`config.mk`:
```
export PLATFORM = sky130hd
export DESIGN_NAME = regfile_mp_flat
export DESIGN_NICKNAME = d
export VERILOG_FILES = /design/src/rtl/regfile_mp_pkg.sv /design/src/rtl/regfile_mp_if.sv /design/src/rtl/regfile_mp_clear_seq.sv /design/src/rtl/regfile_mp.sv /design/src/flat_wrapper.sv
export SDC_FILE = /design/constraint.sdc
export NUM_CORES = 2
export LEC_CHECK = 0
export CORE_MARGIN = 2
export CORE_UTILIZATION = 62
export DETAILED_ROUTE_END_ITERATION = 6
export DONT_BUFFER_PORTS = 1
export PLACE_DENSITY = 0.75
export SETUP_SLACK_MARGIN = 0.02
export SLEW_MARGIN = 20
export SYNTH_ARGS = -nofsm -noshare
export SYNTH_HDL_FRONTEND = slang
export SYNTH_SLANG_ARGS = --single-unit
```
`constraint.sdc`:
```
create_clock -name clk -period 3.74 [get_ports clk]
set_input_delay 0.374 -clock clk [delete_from_list [all_inputs] [get_ports clk]]
set_output_delay 0.374 -clock clk [all_outputs]
set_load 0.005 [all_outputs]
```
`src/rtl/regfile_mp_pkg.sv`:
```
// regfile_pkg: shared types and default sizes for the multi-port register file.
//   rf_state_e : clear-sequencer states (RF_CLEAR while zeroing, RF_READY once usable)
//   RF_*       : default entry width, address width and read-port count
package regfile_pkg;

  localparam int unsigned RF_DATA_W = 32;
  localparam int unsigned RF_ADDR_W = 5;
  localparam int unsigned RF_NREAD  = 2;

  typedef enum logic {
    RF_CLEAR = 1'b0,
    RF_READY = 1'b1
  } rf_state_e;

endpackage

```
`src/rtl/regfile_mp_if.sv`:
```
// regfile_mp_if: bus between the register file and its users.
//   master: drives Flush, both write ports and the packed read addresses
//   slave : returns the packed read data and Ready
interface regfile_mp_if
  import regfile_pkg::*;
#(
  parameter int unsigned DATA_W = RF_DATA_W,
  parameter int unsigned ADDR_W = RF_ADDR_W,
  parameter int unsigned NREAD  = RF_NREAD
);

  logic                      Flush;
  logic                      WrEn0;
  logic [ADDR_W-1:0]         WrAddr0;
  logic [DATA_W-1:0]         WrData0;
  logic                      WrEn1;
  logic [ADDR_W-1:0]         WrAddr1;
  logic [DATA_W-1:0]         WrData1;
  logic [NREAD*ADDR_W-1:0]   RdAddr;
  logic [NREAD*DATA_W-1:0]   RdData;
  logic                      Ready;

  modport master (
    output Flush, WrEn0, WrAddr0, WrData0, WrEn1, WrAddr1, WrData1, RdAddr,
    input  RdData, Ready
  );

  modport slave (
    input  Flush, WrEn0, WrAddr0, WrData0, WrEn1, WrAddr1, WrData1, RdAddr,
    output RdData, Ready
  );

endinterface

```
`src/rtl/regfile_mp_clear_seq.sv`:
```
// regfile_clear_seq: walks every entry writing zero after reset or an accepted flush.
//   clk, rst_n : clock, synchronous active-low reset
//   flush      : clear request, honoured only in RF_READY
//   clr_en_c   : write zero to clr_addr on this edge
//   clr_addr   : entry being cleared
//   ready      : clear finished, file usable
module regfile_clear_seq
  import regfile_pkg::*;
#(
  parameter int unsigned ADDR_W = RF_ADDR_W
) (
  input  logic              clk,
  input  logic              rst_n,
  input  logic              flush,
  output logic              clr_en_c,
  output logic [ADDR_W-1:0] clr_addr,
  output logic              ready
);

  localparam logic [ADDR_W-1:0] LAST_ADDR = '1;

  rf_state_e         state, state_nxt;
  logic [ADDR_W-1:0] clr_ptr, ptr_nxt;

  // State, pointer and registered Ready
  always_ff @(posedge clk) begin
    if (!rst_n) begin
      state   <= RF_CLEAR;
      clr_ptr <= '0;
      ready   <= 1'b0;
    end else begin
      state   <= state_nxt;
      clr_ptr <= ptr_nxt;
      ready   <= (state_nxt == RF_READY);
    end
  end

  // Next state; the clear write is held off during reset so memory is untouched
  always_comb begin
    state_nxt = state;
    ptr_nxt   = clr_ptr;
    clr_en_c  = 1'b0;
    case (state)
      RF_CLEAR: begin
        clr_en_c = rst_n;
        ptr_nxt  = clr_ptr + ADDR_W'(1);
        if (clr_ptr == LAST_ADDR) state_nxt = RF_READY;
      end
      RF_READY: begin
        if (flush) begin
          state_nxt = RF_CLEAR;
          ptr_nxt   = '0;
        end
      end
      default: state_nxt = RF_CLEAR;
    endcase
  end

  assign clr_addr = clr_ptr;

endmodule

```
`src/rtl/regfile_mp.sv`:
```
// regfile_mp: parametrised register file, NREAD async read ports, two write ports
// (port 1 wins on collision) and a hardware clear after reset/flush.
//   clk, rst_n : clock, synchronous active-low reset
//   bus        : regfile_mp_if slave (Flush, WrEn/WrAddr/WrData 0/1, RdAddr, RdData, Ready)
// Optional macro REGFILE_BYPASS_EN: reads matching a committing write return the
// incoming write data in the same cycle.
module regfile_mp
  import regfile_pkg::*;
#(
  parameter int unsigned DATA_W   = RF_DATA_W,
  parameter int unsigned ADDR_W   = RF_ADDR_W,
  parameter int unsigned NREAD    = RF_NREAD,
  parameter int unsigned ZERO_REG = 1
) (
  input  logic         clk,
  input  logic         rst_n,
  regfile_mp_if.slave  bus
);

  localparam int unsigned DEPTH = 2**ADDR_W;

  logic [DATA_W-1:0] mem [DEPTH];
  logic              clr_en_c;
  logic [ADDR_W-1:0] clr_addr;
  logic              ready;
  logic              wr_ok_c, we0_c, we1_c;

  function automatic logic is_zero(input logic [ADDR_W-1:0] a);
    return (ZERO_REG != 0) && (a == '0);
  endfunction

  regfile_clear_seq #(.ADDR_W(ADDR_W)) u_clr (
    .clk      (clk),
    .rst_n    (rst_n),
    .flush    (bus.Flush),
    .clr_en_c (clr_en_c),
    .clr_addr (clr_addr),
    .ready    (ready)
  );

  // A user write commits only in READY, outside reset, and not alongside a flush
  assign wr_ok_c = ready & rst_n & ~bus.Flush;
  assign we0_c   = wr_ok_c & bus.WrEn0 & ~is_zero(bus.WrAddr0);
  assign we1_c   = wr_ok_c & bus.WrEn1 & ~is_zero(bus.WrAddr1);

  // Storage; port 1 is assigned last so it wins an address collision
  always_ff @(posedge clk) begin
    if (clr_en_c) begin
      mem[clr_addr] <= '0;
    end else begin
      if (we0_c) mem[bus.WrAddr0] <= bus.WrData0;
      if (we1_c) mem[bus.WrAddr1] <= bus.WrData1;
    end
  end

  // Independent combinational read ports
  for (genvar k = 0; k < NREAD; k++) begin : g_rd
    logic [ADDR_W-1:0] ra;
    logic [DATA_W-1:0] rd_c;

    assign ra = bus.RdAddr[k*ADDR_W +: ADDR_W];

    always_comb begin
      rd_c = '0;
      if (ready && !is_zero(ra)) begin
        rd_c = mem[ra];
`ifdef REGFILE_BYPASS_EN
        if (we1_c && (bus.WrAddr1 == ra))      rd_c = bus.WrData1;
        else if (we0_c && (bus.WrAddr0 == ra)) rd_c = bus.WrData0;
`endif
      end
    end

    assign bus.RdData[k*DATA_W +: DATA_W] = rd_c;
  end

  assign bus.Ready = ready;

endmodule
```
`src/flat_wrapper.sv`:
```
// flat-port wrapper written by rule: the top's interface ports become plain ports
module regfile_mp_flat import regfile_pkg::*;
#(
  parameter int unsigned DATA_W   = RF_DATA_W,
  parameter int unsigned ADDR_W   = RF_ADDR_W,
  parameter int unsigned NREAD    = RF_NREAD,
  parameter int unsigned ZERO_REG = 1
)
  (clk, rst_n, bus_Flush, bus_WrEn0, bus_WrAddr0, bus_WrData0, bus_WrEn1, bus_WrAddr1, bus_WrData1, bus_RdAddr, bus_RdData, bus_Ready);
  regfile_mp_if #(.DATA_W(DATA_W), .ADDR_W(ADDR_W), .NREAD(NREAD)) bus_i ();
  input  logic clk;
  input  logic rst_n;
  input wire logic [$bits(bus_i.Flush)-1:0] bus_Flush;
  input wire logic [$bits(bus_i.WrEn0)-1:0] bus_WrEn0;
  input wire logic [$bits(bus_i.WrAddr0)-1:0] bus_WrAddr0;
  input wire logic [$bits(bus_i.WrData0)-1:0] bus_WrData0;
  input wire logic [$bits(bus_i.WrEn1)-1:0] bus_WrEn1;
  input wire logic [$bits(bus_i.WrAddr1)-1:0] bus_WrAddr1;
  input wire logic [$bits(bus_i.WrData1)-1:0] bus_WrData1;
  input wire logic [$bits(bus_i.RdAddr)-1:0] bus_RdAddr;
  output wire logic [$bits(bus_i.RdData)-1:0] bus_RdData;
  output wire logic [$bits(bus_i.Ready)-1:0] bus_Ready;
  assign bus_i.Flush = bus_Flush;
  assign bus_i.WrEn0 = bus_WrEn0;
  assign bus_i.WrAddr0 = bus_WrAddr0;
  assign bus_i.WrData0 = bus_WrData0;
  assign bus_i.WrEn1 = bus_WrEn1;
  assign bus_i.WrAddr1 = bus_WrAddr1;
  assign bus_i.WrData1 = bus_WrData1;
  assign bus_i.RdAddr = bus_RdAddr;
  assign bus_RdData = bus_i.RdData;
  assign bus_Ready = bus_i.Ready;
  regfile_mp #(.DATA_W(DATA_W), .ADDR_W(ADDR_W), .NREAD(NREAD), .ZERO_REG(ZERO_REG)) u_core (.clk(clk), .rst_n(rst_n), .bus(bus_i));
endmodule
```
==> run summary <==
LOGIC SYNTHESIS
------------------------------------------------------------------------------
Mapped cell area                                                     59500 um2
Netlist cell types                                                          62
Post-synth top flop                                               sky130_fd_sc_hd__edfxtp_1
Synthesis Warnings                                                           0
Register area share after synthesis                                      51.9%
Synth top area cells                                              sky130_fd_sc_hd__edfxtp_1, sky130_fd_sc_hd__mux4_2, sky130_fd_sc_hd__mux2i_1
Synthesized instance count                                                5377
Post-synthesis average cell area                                      11.1 um2
Leading post-synthesis cells by instance count                    sky130_fd_sc_hd__nand2_1, sky130_fd_sc_hd__edfxtp_1, sky130_fd_sc_hd__o21ai_0
Most common cell in the synthesized netlist                       sky130_fd_sc_hd__nand2_1
Yosys reg bits                                                            1030
Post-Syn Nets                                                             5468
Cell type with the highest aggregate area in the netlist          sky130_fd_sc_hd__edfxtp_1
Area share of the leading cell type in the synthesized netlist           51.7%
Post-synthesis async set-or-reset flop share                                0%
Number of enable-type register cells in the synthesized netlist           1024

MIN PATH
------------------------------------------------------------------------------
Source of the worst hold timing path                              bus_WrData0[14]
Tightest Hold Check Type                                          input port to register
Cell count of the worst hold path                                            2
Worst Hold Path EP                                                u_core.mem[7][14]$_DFFE_PP_

POWER AND IR DROP
------------------------------------------------------------------------------
Switching power share of the total                                       22.0%
Lkg Pwr                                                                20.1 nW
Final Total Pwr                                                        24.6 mW
Power density over the cells                                        382 nW/um2
Clock group share of total power                                         43.6%
Sequential share of power                                                51.4%
Maximum resistive drop on vdd                                           417 uV
NetSw                                                                  5.41 mW
Internal Power                                                         19.2 mW
Relative contribution of combinational cells to total power               5.0%

ROUTE
------------------------------------------------------------------------------
Total length of routed wires                                         219000 um
Number of design rule violations left after detail routing                   0
Drt via density                                                           7.42
Number of detailed-route iterations in the first pass                        7
Vias                                                                     47608
DRT iter0 DRCs                                                            8510
Routed length per instance                                             34.1 um
Post-DRT Antenna Nets                                                        0

CTS
------------------------------------------------------------------------------
H-Tree Level Count                                                           3
Worst-Skew Late Latency                                                 710 ps
Number of buffers inserted during clock tree synthesis                     106
CTS sink cnt                                                              1030
TritonCTS clock tree                                                     built
Post-cts sizing count                                                        0
Quantity of hold-fixing buffers added after cts                             35
Cell at the root of the clock tree                                sky130_fd_sc_hd__clkbuf_16
Clk pin slew, worst setup/hold paths                                     60 ps
Setup fix buffers added after clock tree synthesis                           0
Worst-case clock buffer depth                                                3

FINAL LAYOUT
------------------------------------------------------------------------------
Area of all placed cells without fillers                             64300 um2
Area Overhead vs Synth                                                   8.12%
Number of nets in the final layout                                        5146
Fraction of layout cells with a size suffix above 1                      14.0%
Final non-filler cell total                                               6415

DIE
------------------------------------------------------------------------------
Number of top-level design ports                                           154
Starting utilization of the core area                                    62.6%
Chip width                                                              314 um
Floorplan core area                                                  95000 um2
Vertical die dimension                                                  314 um
Die Footprint                                                        98500 um2
Number of cell rows                                                        113

TIMING
------------------------------------------------------------------------------
Final count of negative-setup-slack endpoints                                0
Max transition margin                                                    17.9%
Transition at the pin with the smallest max-transition slack           1230 ps
Number of max-slew violations in the final report                            0
Fmax                                                                   271 MHz
TNS Setup                                                                 0 ps
Total count of hold-check failures in the final report                       0
Hold slack                                                             40.4 ps
Setup repair after global routing missed its margin                      false
Clock skew                                                             23.5 ps
Final worst path period share                                            98.7%
Fin crit period                                                        3690 ps

SETUP PATH
------------------------------------------------------------------------------
Path type of the worst setup path                                 register to primary output
Ordered cell list for the critical path                           buf_4, and4b_2, a22o_1, a31oi_1, nand4_1
Start of the worst register-to-register path                      u_core.u_clr.state$_SDFF_PN0_
Maximum single-stage delay on the critical path                         600 ps
Minimum setup slack among reg-to-reg paths                              510 ps
Required arrival time at the worst endpoint                            3370 ps
Depth of the worst register-to-register path                                 5
Critical Path Start Type                                              register
Nature of the critical path endpoint                              primary output
Worst endpoint data arrival time                                       3320 ps
Worst Path Max Fanout                                                       23
Slowest library cell on the worst path                            sky130_fd_sc_hd__and4b_2
Reg2Reg Capture Point                                             u_core.mem[28][15]$_DFFE_PP_

PLACE
------------------------------------------------------------------------------
Number of cells in the design after placement                             6177
Half-perimeter wire length of the detailed placement result          131000 um
Cell area after placement                                            60300 um2
Last weighted congestion value of the routability-driven placer          0.975
Port-buffer cells                                                            0

GLOBAL ROUTE
------------------------------------------------------------------------------
Total grt overflow                                                           0
Met3 Usage GRT                                                           14.5%
Vias in the first global route                                           44847
Global router's overall resource usage                                   43.8%
Wire length of the first global-routing pass                         309000 um
Met2 usage                                                               62.2%
Antenna violations before repair                                             5
Met1 usage                                                               55.6%
Largest net degree at the start of global routing                          221
GRT Max-Usage Layer                                                       met2

OUTCOME
------------------------------------------------------------------------------
Result of the run                                                 finished clean

FLOW RUN
------------------------------------------------------------------------------
Total of max-cap violations                                                  0

-- how the worst max path moves through the flow --
| stage | from | endpoint | slack, ps |
|---|---|---|---|
| 2_1_floorplan | bus_WrAddr0[3] | u_core.mem[24][0]$_DFFE_PP_ | 320 |
| 5_1_grt | u_core.u_clr.state$_SDFF_PN0_ | bus_RdData[44] | 160 |
| 3_3_place_gp | bus_Flush | u_core.mem[30][22]$_DFFE_PP_ | 640 |
| 6_report | u_core.u_clr.state$_SDFF_PN0_ | bus_RdData[44] | 50 |
| 4_1_cts | u_core.u_clr.state$_SDFF_PN0_ | bus_RdData[53] | 360 |
| 3_5_place_dp | bus_Flush | u_core.mem[22][18]$_DFFE_PP_ | 630 |
-- cell usage in the layout, fill, tap and decap left out, types with 47 or more instances in the layout --
cell type and n:
sky130_fd_sc_hd__nand2_1 1099, sky130_fd_sc_hd__edfxtp_1 1024, sky130_fd_sc_hd__o21ai_0 988, sky130_fd_sc_hd__mux2i_1 522
sky130_fd_sc_hd__a22oi_1 252, sky130_fd_sc_hd__mux4_2 252, sky130_fd_sc_hd__buf_4 169, sky130_fd_sc_hd__nand3_1 141
sky130_fd_sc_hd__clkbuf_16 108, sky130_fd_sc_hd__nand4_1 67, sky130_fd_sc_hd__a21oi_1 57, sky130_fd_sc_hd__buf_12 47
-- metrics by stage --
stage	util, %	worst slack [ps]
after floorplan	-	323
after global placement	63.3	641
after detailed placement	63.4	634
after CTS	67.7	359
after global routing	67.7	156
final	67.7	47.2
-- worst max-delay path: cells and delay by family (launching register included) --
| family | cells | cell delay, ps |
|---|---|---|
| DFF | 1 | 350 |
| buffers and inverters | 1 | 220 |
| and+or+nand+nor | 2 | 1120 |
| AOI/OAI and AO/OA | 2 | 920 |
-- cells by family after synthesis --
| logic type | Yosys count | share of synthesized area [%] |
|---|---|---|
| AOI/OAI and AO/OA | 1441 | 13.8 |
| buffers and inverters | 691 | 5.58 |
| DFF | 1030 | 51.9 |
| and+or+nand+nor | 1439 | 10.4 |
| muxes | 774 | 18.3 |
| adders and majority gates | 2 | 0.0421 |
-- area by class of cell --
type                    instances  area (um2)
diodes                          5        12.5
clock buffers                 132        2790
clock inverters                66         618
fillers                      6762       30700
inverters                      37         139
multi-input cells            3656       26000
flip-flops and latches       1030       30900
well taps                    1265        1580
repair buffers                224        2330
-- power groups by stage --
stage	registers (mW)	logic [mW]	clock network, mW
detailed placement	12.9	0.882	0
finish	12.6	1.22	10.7
CTS	12.6	1.15	10.6
floorplan	12.9	0.988	0
global placement	12.9	0.873	0
global route	12.6	1.21	11.0
-- metal layers --
metal / wire length, um / part of all wire, %
met1: 70000 / 32
met2: 91300 / 42
met3: 36900 / 17
met4: 20600 / 9.4
met5: 46 / 0.021
-- flip-flops by register name, indices dropped and copies added (netlist names) --
register / flops
u_core.mem: 1024
u_core.u_clr.clr_addr: 5
u_core.u_clr.state: 1
Note: power is estimated with default switching activity, not from simulation.
